==> src/rtl/deserializer_if.sv <==
// Serial-in / word-out bundle for the deserializer: the serial side is driven
// by the master, the reassembled-word side by the slave (the deserializer).
interface deserializer_if;
  logic        ser_data_i;
  logic        ser_data_val_i;
  logic [15:0] deser_data_o;
  logic [3:0]  deser_data_mod_o;
  logic        deser_data_val_o;
  logic        busy_o;

  modport slave (
    input  ser_data_i,
    input  ser_data_val_i,
    output deser_data_o,
    output deser_data_mod_o,
    output deser_data_val_o,
    output busy_o
  );

  modport master (
    output ser_data_i,
    output ser_data_val_i,
    input  deser_data_o,
    input  deser_data_mod_o,
    input  deser_data_val_o,
    input  busy_o
  );
endinterface

==> src/rtl/deserializer.sv <==
// MSB-first serial to 16-bit word deserializer with partial-word flush and runt drop.
// Optional runt_err_o pulse output is enabled by defining DESER_RUNT_ERR_EN.
module deserializer (
  input  logic           clk_i,
  input  logic           arst_n_i,
  deserializer_if.slave  bus
`ifdef DESER_RUNT_ERR_EN
  ,
  output logic           runt_err_o
`endif
);

  typedef enum logic {IDLE, COLLECT} state_e;

  state_e      state_q, state_d;
  logic [3:0]  cnt_q, cnt_d;
  logic [15:0] shift_q, shift_d;
  logic [15:0] data_q, data_d;
  logic [3:0]  mod_q, mod_d;
  logic        val_q, val_d;
  logic        busy_q, busy_d;

  always_ff @(posedge clk_i or negedge arst_n_i) begin
    if (!arst_n_i) begin
      state_q <= IDLE;
      cnt_q   <= '0;
      shift_q <= '0;
      data_q  <= '0;
      mod_q   <= '0;
      val_q   <= 1'b0;
      busy_q  <= 1'b0;
    end else begin
      state_q <= state_d;
      cnt_q   <= cnt_d;
      shift_q <= shift_d;
      data_q  <= data_d;
      mod_q   <= mod_d;
      val_q   <= val_d;
      busy_q  <= busy_d;
    end
  end

  always_comb begin
    state_d = state_q;
    cnt_d   = cnt_q;
    shift_d = shift_q;
    data_d  = data_q;
    mod_d   = mod_q;
    val_d   = 1'b0;

    unique case (state_q)
      IDLE: begin
        if (bus.ser_data_val_i) begin
          shift_d = {bus.ser_data_i, 15'd0};
          cnt_d   = 4'd1;
          state_d = COLLECT;
        end else begin
          shift_d = '0;
          cnt_d   = '0;
        end
      end

      COLLECT: begin
        if (bus.ser_data_val_i && (cnt_q != 4'd15)) begin
          shift_d[4'd15 - cnt_q] = bus.ser_data_i;
          cnt_d                  = cnt_q + 4'd1;
        end else begin
          // Every exit to IDLE clears shift so zero-filled LSBs stay clean.
          if (bus.ser_data_val_i) begin
            data_d = {shift_q[15:1], bus.ser_data_i};
            mod_d  = 4'd0;
            val_d  = 1'b1;
          end else if (cnt_q >= 4'd3) begin
            data_d = shift_q;
            mod_d  = cnt_q;
            val_d  = 1'b1;
          end
          shift_d = '0;
          cnt_d   = '0;
          state_d = IDLE;
        end
      end

      default: state_d = IDLE;
    endcase

    busy_d = (state_d == COLLECT);
  end

  assign bus.deser_data_o     = data_q;
  assign bus.deser_data_mod_o = mod_q;
  assign bus.deser_data_val_o = val_q;
  assign bus.busy_o           = busy_q;

`ifdef DESER_RUNT_ERR_EN
  logic runt_q, runt_d;

  always_comb begin
    runt_d = (state_q == COLLECT) && !bus.ser_data_val_i && (cnt_q < 4'd3);
  end

  always_ff @(posedge clk_i or negedge arst_n_i) begin
    if (!arst_n_i) runt_q <= 1'b0;
    else           runt_q <= runt_d;
  end

  assign runt_err_o = runt_q;
`endif

endmodule

==> src/flat_wrapper.sv <==
// flat-port wrapper written by rule: the top's interface ports become plain ports
module deserializer_flat 
  (clk_i, arst_n_i, bus_ser_data_i, bus_ser_data_val_i, bus_deser_data_o, bus_deser_data_mod_o, bus_deser_data_val_o, bus_busy_o);
  deserializer_if bus_i ();
  input  logic clk_i;
  input  logic arst_n_i;
  input wire logic [$bits(bus_i.ser_data_i)-1:0] bus_ser_data_i;
  input wire logic [$bits(bus_i.ser_data_val_i)-1:0] bus_ser_data_val_i;
  output wire logic [$bits(bus_i.deser_data_o)-1:0] bus_deser_data_o;
  output wire logic [$bits(bus_i.deser_data_mod_o)-1:0] bus_deser_data_mod_o;
  output wire logic [$bits(bus_i.deser_data_val_o)-1:0] bus_deser_data_val_o;
  output wire logic [$bits(bus_i.busy_o)-1:0] bus_busy_o;
  assign bus_i.ser_data_i = bus_ser_data_i;
  assign bus_i.ser_data_val_i = bus_ser_data_val_i;
  assign bus_deser_data_o = bus_i.deser_data_o;
  assign bus_deser_data_mod_o = bus_i.deser_data_mod_o;
  assign bus_deser_data_val_o = bus_i.deser_data_val_o;
  assign bus_busy_o = bus_i.busy_o;
  deserializer u_core (.clk_i(clk_i), .arst_n_i(arst_n_i), .bus(bus_i));
endmodule
==> config.mk <==
export PLATFORM = sky130hd
export DESIGN_NAME = deserializer_flat
export DESIGN_NICKNAME = d
export VERILOG_FILES = /design/src/rtl/deserializer_if.sv /design/src/rtl/deserializer.sv /design/src/flat_wrapper.sv
export SDC_FILE = /design/constraint.sdc
export NUM_CORES = 1
export LEC_CHECK = 0
export ABC_AREA = 0
export BUFFER_PORTS_ARGS = -buffer_cell sky130_fd_sc_hd__buf_4
export CAP_MARGIN = 20
export CORE_MARGIN = 8
export CORE_UTILIZATION = 45
export CTS_CLUSTER_DIAMETER = 80
export DETAILED_ROUTE_END_ITERATION = 7
export PLACE_DENSITY = 0.77
export SLEW_MARGIN = 10
export SYNTH_ARGS = -nofsm -noshare
export SYNTH_HDL_FRONTEND = slang
export SYNTH_SLANG_ARGS = --single-unit
export TNS_END_PERCENT = 10
==> constraint.sdc <==
create_clock -name clk_i -period 2.6 [get_ports clk_i]
set_clock_uncertainty 0.2 [all_clocks]
set_input_delay 0 -clock clk_i [delete_from_list [all_inputs] [get_ports clk_i]]
set_output_delay 0 -clock clk_i [all_outputs]
set_load 0.02 [all_outputs]
# Yosys cells after proc, flatten, opt, wreduce, memory -nomap -nowiden
# Cells that the tools add are included.
[op_classes]
n_addsub = 2
order_cmp = 3
eq_ne = 1
mux = 20
bitwise = 2
n_reduce_logical = 4
[ops]
columns = ["op", "count"]
rows = [
  ["16-bit 2-to-1 mux", 4],
  ["16-bit case mux with 2 select lines", 1],
  ["16-bit bitwise mux", 1],
  ["4-bit 2-to-1 mux", 3],
  ["1-bit 2-to-1 mux", 8],
  ["4-bit case mux with 2 select lines", 1],
  ["4-bit by 5-bit less-than comparator with 1-bit output (second input constant)", 1],
  ["4-bit by 1-bit adder with 4-bit output (second input constant)", 1],
  ["1-bit demux with 4-bit select", 1],
  ["4-bit by 1-bit >= comparator with 1-bit output (second input constant)", 1],
  ["4-bit by 2-bit >= comparator with 1-bit output (second input constant)", 1],
  ["4-bit inequality test (second input constant)", 1],
  ["4-bit subtractor (first input constant)", 1],
  ["3-bit AND reduction", 1],
  ["1-bit logical AND", 2],
  ["1-bit inverter", 2],
  ["1-bit case mux with 2 select lines", 1],
  ["2-bit nonzero test", 1],
]
[totals]
register_bits = 42
input_bits = 4

# Depth between registers and ports, before layout
# Gate-level depths: netlist (run 1).
[depth]
ltp_word = 8
mapped_depth = 6
mapped_depth_nobuf = 5

# Worst setup path after synthesis (run 1)
# No wires, ideal clock.
[synth_path]
path_kind = "register -> register"
from = "register u_core.cnt_q[0]"
to = "register u_core.data_q[0], in the netlist u_core.bus.deser_data_o[0]"
setup_time_ps = 125
arrival_time_ps = 1549
required_ps = 2275
slack_ps = 726
stages_incl_launch_ff = 7
path_buffers = 2
cell_sequence = "dfrtp_1 ha_1 buf_2 nor2_1 o32ai_4 buf_6 mux2_4"
[synth_via]
elab_chain_len = 4
word_cells_on_any_way = 6
classes_between = "order compare: 1; eq/ne: 1; bitwise: 1; reduce/logical: 3"
[synth_rtl]
columns = ["element", "line", "rtl"]
rows = [
  ["from (decl)", "deserializer.sv:16", "logic [3:0] cnt_q, cnt_d;"],
  ["from (signal assigned)", "deserializer.sv:34", "cnt_q <= cnt_d;"],
  ["branches (longest 3 deep; another with 4-bit by 2-bit >= comparator with 1-bit output)", "--", ""],
  ["3-bit AND reduction (no source line) (*)", "--", ""],
  ["to (signal assigned)", "deserializer.sv:36", "data_q <= data_d;"],
  ["to (decl)", "deserializer.sv:18", "logic [15:0] data_q, data_d;"],
]
# Mark *: on every way between the ends.
# A chain may end at the register's enable or synchronous reset.

# Worst setup path after layout (run 1)
[layout_path]
from = "register u_core.cnt_q[1]"
to = "register u_core.data_q[13], in the netlist u_core.bus.deser_data_o[13]"
# Same word-level chain as after synthesis.

==> results.toml, run 1 <==
[routing]
vias_per_cell = 5.13
drcViolationCount = 0
drt_iter0_drc = 74
dr.pass1.iters = 4
wl_per_cell_um = 15.7
routed_wl_um = 3670
num_vias = 1201
drtAntennaViolNets = 0

[timing]
finalSetupTns_ns = 0
rsz0062_at_grt = "false"
hold_slack_ns = 0.0249
fin_crit_ns = 2.10
worst_pin_slew_ns = 0.598
hold_viol = 0
setup_viol = 0
period_share_pct = 80.7
relSlewSlack_pct = 60.1
fmax_mhz = 476
report.final.slew_viol_count = 0

[finish]
finalNetCount = 189
area_growth_pct = 17.6
diodes = 0
fin_cells = 234
drive_gt1_share_pct = 31.3
final_area_um2 = 2270

[global_route]
grt_pass1_wl_um = 6170
grt_pass1_vias = 1307
grtUsageTotal_pct = 12.2
grt_overflow = 0
grt_max_degree = 43
antenna_found_initial = 0

[clocking]
root_buffer = "clkbuf_8"
clock_path_buffers = 2
clkTransAtPathRegs_ns = 0.08
cts-resized-gates = 0
cts_tree = "yes"
cts_setup_buffers = 0
htreeDepth = 2
cts_sinks = 42
cts_buffers = 5
insertion_delay_ns = 0.29

[floorplan]
die_h_um = 81.6
ios = 26
die_area_um2 = 6650
initial_core_util_pct = 45.7
placementRows = 24
core_area_um2 = 4230
die-width_um = 81.6

[power]
p_switching_mw = 0.307
p_leak_nw = 1.14
swShare_pct = 24.5
clock_power_share_pct = 33.8
peakVddDrop_v = 0.000327
intPower_mw = 0.947
pwr-share-seq_pct = 55.2
powerDensity_nw_per_um2 = 551
pwr-share-comb_pct = 11.0

[worst_setup_path]
crit_path_end_kind = "register"
start_kind = "register"
worstPathCellList = "ha_1, nor2_1, o32ai_4, buf_4, mux2_2"
cp_max_fo = 11
worstSetupPathType = "reg -> reg"
cp.arrival_ns = 2.08
critical-path-max-stage-delay_ns = 0.44
required_ns = 2.58
cp_slowest_cell = "dfrtp_1"

[synth]
ys_seq_elements = 42
syn_area_um2 = 1930
avgSynthCellArea_um2 = 12.7
yosys_warnings = 0
syn-num-nets = 160
ys_types = 29
synth_cells = 152
synth-seq-area-share_pct = 54.3

[run_status]
status = "complete, no violations"

[flow_run]
drv_cap = 0

[placement]
post-place-cells = 223
port_buffers = 25
placed_area_um2 = 2150
hpwlAfterDp_um = 2550
gp_congestion = 0.799

[hold_path]
min_path_type = "in -> async"
synth_stat cells:
master | instances | area [um^2]
a21boi_0 | 1 | 7.51
a21boi_2 | 1 | 11.3
and2_1 | 1 | 6.26
and3_1 | 1 | 6.26
buf_2 | 6 | 30.0
buf_4 | 1 | 7.51
buf_6 | 2 | 22.5
clkbuf_1 | 1 | 3.75
dfrtp_1 | 42 | 1050
ha_1 | 4 | 50.1
inv_1 | 8 | 30.0
inv_2 | 1 | 3.75
mux2_2 | 2 | 22.5
mux2_4 | 15 | 225
mux2i_1 | 14 | 140
nand2_1 | 2 | 7.51
nand3_1 | 6 | 30.0
nand3b_1 | 8 | 60.1
nand4_1 | 1 | 6.26
nor2_1 | 19 | 71.3
nor3_1 | 2 | 10.0
nor3b_1 | 3 | 22.5
o211a_1 | 1 | 10.0
o21ai_0 | 2 | 10.0
o2bb2ai_1 | 4 | 35.0
o32ai_4 | 1 | 27.5
or3b_2 | 1 | 8.76
xnor2_1 | 1 | 8.76
xor2_1 | 1 | 8.76
power by group through the flow:
stage | Clock, mW | Sequential (mW) | Combinational (mW)
floorplan | 0 | 0.723 | 0.0541
global placement | 0 | 0.702 | 0.133
detailed placement | 0 | 0.704 | 0.137
CTS | 0.441 | 0.692 | 0.140
global route | 0.465 | 0.696 | 0.151
finish | 0.424 | 0.692 | 0.138
flip-flops by register name, indices dropped and copies added (netlist names):
name                         cells
u_core.bus.deser_data_val_o      1
u_core.bus.deser_data_o         16
u_core.state_q                   1
u_core.cnt_q                     4
u_core.bus.deser_data_mod_o      4
u_core.shift_q                  16
timing repair:
action                                  4_1_cts  5_1_grt
endpoints found under the setup margin        0        0
endpoints found under the hold margin        65        0
hold buffers                                  3        0
final timing paths:
check	from	end	slack, ns	cells after the start
setup / recovery	u_core.cnt_q[1]	u_core.bus.deser_data_o[13]	0.50	5
hold / removal	arst_n_i	u_core.bus.deser_data_val_o	0.02	2
setup reg to reg	u_core.cnt_q[1]	u_core.bus.deser_data_o[13]	0.50	5
hold reg to reg	u_core.shift_q[0]	u_core.shift_q[0]	0.30	2
max in group asynchronous	arst_n_i	u_core.bus.deser_data_o[11]	1.80	2
min in group clk_i	u_core.shift_q[0]	u_core.shift_q[0]	0.30	2
critical path: cells and delay by family (launching register included):
kind                     cells  cell delay, ns
buffers and inverters        1            0.28
flip-flops                   1            0.44
AO/OA/AOI/OAI                1            0.22
adder cells (fa/ha/maj)      1            0.38
AND/OR/NAND/NOR              1            0.12
multiplexers                 1            0.36
per-stage QoR:
step	power (mW)	worst slack, ns	util [%]
2_1_floorplan	0.777	0.726	-
3_3_place_gp	0.835	0.578	50.9
3_5_place_dp	0.841	0.501	50.9
4_1_cts	1.27	0.487	53.7
5_1_grt	1.31	0.337	53.7
6_report	1.25	0.501	53.7
cell families after synthesis:
group | after synthesis | share of synthesized area, %
xor+xnor | 2 | 0.906
flops | 42 | 54.3
buf+inv | 19 | 5.05
compound gates | 10 | 5.24
simple gates | 44 | 11.8
mux | 31 | 20.1
fa+ha+maj | 4 | 2.59
cell type report:
class,instances,area [um^2]
Sequential cell,42,1050
Tap cell,52,65.1
Clock buffer,7,86.3
Fill cell,361,1960
Inverter,9,33.8
Timing Repair Buffer,32,248
Clock inverter,1,5.00
Multi-Input combinational cell,91,786
per-layer routing:
metal | wire (um) | GRT usage (%)
met5 | 0 | 0
met1 | 1680 | 14.5
met3 | 282 | 5.03
met4 | 12 | 4.82
met2 | 1700 | 19.2
layout by cell type, fill, tap and decap left out, types with 2 or more instances in the layout:
master	n
o21ai_0	2
dfrtp_1	42
nand2_1	2
clkbuf_8	6
o2bb2ai_1	4
dlygate4sd3_1	3
inv_1	8
nor3b_1	3
mux2i_1	14
nand3_1	6
mux2_4	15
buf_4	29
nor3_1	2
nand3b_1	8
mux2_2	2
nor2_1	19
ha_1	4
Note: power is estimated with default switching activity, not from simulation.
==> run 2: changes to the inputs <==
==> constraint.sdc (replaced) <==
create_clock -name clk_i -period 2.05 [get_ports clk_i]
set_clock_uncertainty 0.2 [all_clocks]
set_input_delay 0 -clock clk_i [delete_from_list [all_inputs] [get_ports clk_i]]
set_output_delay 0 -clock clk_i [all_outputs]
set_load 0.02 [all_outputs]
==> results.toml, run 2 (synthesis gave the netlist of run 1 again) <==
[finish]
fin_util_pct = 54.9
final_area_um2 = 2330
multi_input_area_um2 = 796
final_common_cell = "dfrtp_1"
seqCellArea_um2 = 1050
area_growth_pct = 20.2
mostFrequentLayoutCells = "41 x dfrtp_1, 31 x buf_4, 19 x nor2_1"
fillers = 364
finalNetCount = 193
drive_gt1_share_pct = 34.1
diodes = 0

[power]
p_switching_mw = 0.389
pwr-share-comb_pct = 11.7
powerDensity_nw_per_um2 = 670
total_power_mw = 1.56
peakVddDrop_v = 0.000465
intPower_mw = 1.17
p_leak_nw = 1.16
swShare_pct = 24.9
clock_power_share_pct = 31.9
pwr-share-seq_pct = 56.5

[routing]
num_vias = 1226
drtAntennaViolNets = 0
drt_iter0_drc = 66
routed_wl_um = 3910
vias_per_cell = 5.17
drcViolationCount = 0
dr.pass1.iters = 4
wl_per_cell_um = 16.5

[timing]
worst_pin_slew_ns = 0.507
report.final.slew_viol_count = 0
hold_viol = 0
fin_crit_ns = 1.97
fmax_mhz = 507
rsz0062_at_grt = "false"
relSlewSlack_pct = 65.9
finalSetupTns_ns = 0
setup_viol = 0
period_share_pct = 96.3
hold_slack_ns = 0.0240

[global_route]
antenna_found_initial = 0
grt_overflow = 0
grt_pass1_wl_um = 6300
grt_max_degree = 43
grtUsageTotal_pct = 12.4
grt_pass1_vias = 1247

[floorplan]
die_h_um = 81.6
placementRows = 24
ios = 26
die-width_um = 81.6
core_area_um2 = 4230
initial_core_util_pct = 45.7
die_area_um2 = 6650

[clocking]
root_buffer = "clkbuf_8"
cts_buffers = 5
cts_tree = "yes"
cts_sinks = 42
insertion_delay_ns = 0.29
clock_path_buffers = 2
htreeDepth = 2
clkTransAtPathRegs_ns = 0.07

[hold_path]
min_path_type = "in -> async"

[worst_setup_path]
critical-path-max-stage-delay_ns = 0.45
required_ns = 2.03
cp_slowest_cell = "dfrtp_1"
start_kind = "register"
crit_path_end_kind = "register"
cp-startpoint = "u_core.cnt_q[1]"
cp_max_fo = 5
worstPathCellList = "inv_1, ha_2, or3b_2, nand4_1, mux2_2"
worstSetupPathType = "reg -> reg"
r2r-start = "u_core.cnt_q[1]"
r2r_setup_slack_ns = 0.08
cp.arrival_ns = 1.95

[placement]
hpwlAfterDp_um = 2650
port_buffers = 25
placed_area_um2 = 2210
gp_congestion = 0.883

[flow_run]
drv_cap = 0

[run_status]
status = "complete, no violations"
## run 2: cell type report
cell class | instances | share of cell area, %
repair buffers | 36 | 13.0
inverters | 9 | 1.45
multi-input cells | 91 | 34.2
flip-flops and latches | 42 | 45.2
well taps | 52 | 2.80
clock buffers | 7 | 3.28
## run 2: critical path, delay by kind of cell (launching register included)
family	cells	cell delay (ns)
adder cells (fa/ha/maj)	1	0.20
buffers and inverters	1	0.11
multiplexers	1	0.35
flip-flops	1	0.45
AND/OR/NAND/NOR	2	0.56
## run 2: worst paths after layout
| kind | to | depth (start not counted) |
|---|---|---|
| max | u_core.shift_q[15] | 5 |
| min | u_core.bus.deser_data_val_o | 2 |
| max reg2reg | u_core.shift_q[15] | 5 |
| min reg2reg | u_core.shift_q[0] | 2 |
| max in group asynchronous | u_core.cnt_q[0] | 2 |
| min in group clk_i | u_core.shift_q[0] | 2 |
## run 2: power groups by stage
stage	clock [mW]	combinational, mW	sequential, mW
after CTS	0.508	0.184	0.878
after global placement	0	0.174	0.891
final	0.497	0.182	0.880
after floorplan	0	0.0686	0.917
after detailed placement	0	0.178	0.895
after global routing	0.543	0.199	0.883
## run 2: per-layer routing
metal	wire [um]	vias to the layer above	global-route usage (%)
met2	1840	33	18.9
met1	1790	610	16.3
met5	0	-	0
li1	-	577	-
met4	36	0	3.21
met3	249	6	4.49
## run 2: through the flow
stage	worst slack, ns	std cells
2_1_floorplan	0.176	152
3_3_place_gp	0.164	227
3_5_place_dp	0.0656	227
4_1_cts	0.0588	237
5_1_grt	0.00736	237
6_report	0.0760	237
## run 2: repair_timing
item                                    CTS  global route
buffers inserted                          0             0
endpoints found under the hold margin    65             0
hold buffers                              3             0
resized for setup                         0             4
endpoints found under the setup margin    0             5
==> run 3: changes to the inputs <==
--- a/config.mk
+++ b/config.mk
@@ -5,7 +5,7 @@
 export SDC_FILE = /design/constraint.sdc
 export NUM_CORES = 1
 export LEC_CHECK = 0
-export ABC_AREA = 0
+export ABC_AREA = 1
 export BUFFER_PORTS_ARGS = -buffer_cell sky130_fd_sc_hd__buf_4
 export CAP_MARGIN = 20
 export CORE_MARGIN = 8
==> results.toml, run 3 <==
[run_status]
status = "complete, no violations"

[global_route]
grtUsageTotal_pct = 12.8
use_met2_pct = 20.0
grt_pass1_vias = 1384
grt_overflow = 0
grt_max_degree = 43
grt-busiest-layer = "met2"
met3_usage_pct = 4.40
gr-usage-met1_pct = 15.4
antenna_found_initial = 0
grt_pass1_wl_um = 6390

[synth]
synth_cells = 205
ys_seq_elements = 42
ys_types = 16
synth-main-ff-cell = "dfrtp_1"
synth-seq-area-share_pct = 58.2
avgSynthCellArea_um2 = 8.81
syn_area_um2 = 1810
async_flop_share_pct = 100
yosys_warnings = 0
yosys-top-cells-count = "72 x nand2_1, 42 x dfrtp_1, 16 x a21oi_1, 16 x o21ai_0, 13 x inv_1"
yosysTopAreaCell = "dfrtp_1"
syn-num-nets = 213
synth_area_leaders = "dfrtp_1 58%, nand2_1 15%, a21oi_1 4.4%"
synth.most_common_cell = "nand2_1"
synth_top_cell_area_share_pct = 58.2
synth_edf_count = 0

[floorplan]
die-width_um = 79.3
ios = 26
die_area_um2 = 6290
die_h_um = 79.3
initial_core_util_pct = 45.8
core_area_um2 = 3940
placementRows = 23

[finish]
diodes = 0
fillers = 354
finalNetCount = 240
fin_util_pct = 53.9
final_common_cell = "nand2_1"
mostFrequentLayoutCells = "72 x nand2_1, 42 x dfrtp_1, 27 x buf_4"
drive_gt1_share_pct = 16.8
area_growth_pct = 17.7

[timing]
worst_pin_slew_ns = 0.514
finalSetupTns_ns = 0
fin_crit_ns = 1.79
period_share_pct = 87.4
relSlewSlack_pct = 65.7
fmax_mhz = 558
report.final.slew_viol_count = 0
rsz0062_at_grt = "false"
hold_viol = 0
setup_viol = 0

[worst_setup_path]
cp.arrival_ns = 1.83
worstSetupPathType = "reg -> reg"
reg2reg_depth = 6
crit_path_end_kind = "register"
required_ns = 2.09
cp_max_fo = 20
start_kind = "register"

[routing]
wl_per_cell_um = 13.4
drtAntennaViolNets = 0
dr.pass1.iters = 4
vias_per_cell = 5.01
routed_wl_um = 3790
num_vias = 1414
drcViolationCount = 0
drt_iter0_drc = 67

[clocking]
cts_setup_buffers = 0
clkTransAtPathRegs_ns = 0.08
cts_tree = "yes"
root_buffer = "clkbuf_8"
cts_buffers = 5
insertion_delay_ns = 0.30
htreeDepth = 2
clock_path_buffers = 2
cts_sinks = 42
cts-resized-gates = 0

[power]
p_leak_nw = 1.11
powerDensity_nw_per_um2 = 742
peakVddDrop_v = 0.000394

[flow_run]
drv_cap = 0

[hold_path]
min_path_type = "in -> async"

[placement]
port_buffers = 25
hpwlAfterDp_um = 2640
gp_congestion = 0.835
-- run 3: final cells by class --
| cell class | count | area, um^2 | area share (%) |
|---|---|---|---|
| flip-flops and latches | 42 | 1050 | 49.4 |
| multi-input cells | 138 | 644 | 30.3 |
| repair buffers | 30 | 233 | 10.9 |
| clock buffers | 5 | 68.8 | 3.24 |
| well taps | 50 | 62.6 | 2.94 |
| inverters | 15 | 56.3 | 2.65 |
| clock inverters | 2 | 10.0 | 0.471 |
-- run 3: path summary, 6_finish.rpt --
path                                     from                           to  slack [ns]
max reg2reg                   u_core.cnt_q[3]  u_core.bus.deser_data_o[10]        0.26
min                                  arst_n_i   u_core.bus.deser_data_o[1]        0.02
max in group asynchronous            arst_n_i            u_core.shift_q[9]        1.28
max                           u_core.cnt_q[3]  u_core.bus.deser_data_o[10]        0.26
min reg2reg                u_core.shift_q[12]  u_core.bus.deser_data_o[12]        0.27
min in group clk_i         u_core.shift_q[12]  u_core.bus.deser_data_o[12]        0.27
-- run 3: cells by family (layout without fill, tap and decap cells) --
| group | count (synthesis) | count (layout) | share of synthesized area (%) |
|---|---|---|---|
| fa+ha+maj | 4 | 4 | 2.77 |
| compound gates | 32 | 32 | 8.87 |
| buf+inv | 25 | 52 | 6.10 |
| flops | 42 | 42 | 58.2 |
| simple gates | 101 | 101 | 23.6 |
| xor+xnor | 1 | 1 | 0.485 |
-- run 3: critical path, stage by stage, from the launching register on --
cell and delay [ns]:
dfrtp_1 0.55, nor2_2 0.31, nand2_1 0.11, nand3_1 0.13, buf_4 0.26, nand2_1 0.09
nand2_1 0.07
-- run 3: what timing repair did --
item | 4_1_cts | 5_1_grt
hold buffers | 3 | 0
endpoints found under the hold margin | 64 | 0
endpoints found under the setup margin | 0 | 0
-- run 3: per-stage QoR --
stage	cells	power (mW)	cell area [um^2]	worst slack, ns	hold WS [ns]
2_1_floorplan	205	1.01	1810	0.500	-0.496
3_3_place_gp	272	1.09	2020	0.366	-0.194
3_5_place_dp	272	1.09	2020	0.258	-0.187
4_1_cts	282	1.59	2130	0.243	0.0290
5_1_grt	282	1.66	2130	0.117	0.0622
6_report	282	1.58	2130	0.258	0.0181
-- run 3: report_power, final --
group,switching [mW],leakage (nW),internal (mW)
registers,0.0225,0.577,0.860
logic,0.129,0.491,0.0675
clock network,0.269,0.0438,0.228
-- run 3: per-layer routing --
| layer | vias up | wire length (um) |
|---|---|---|
| li1 | 710 | - |
| met1 | 673 | 1690 |
| met2 | 23 | 1820 |
| met3 | 8 | 194 |
| met4 | 0 | 82 |
| met5 | - | 0 |
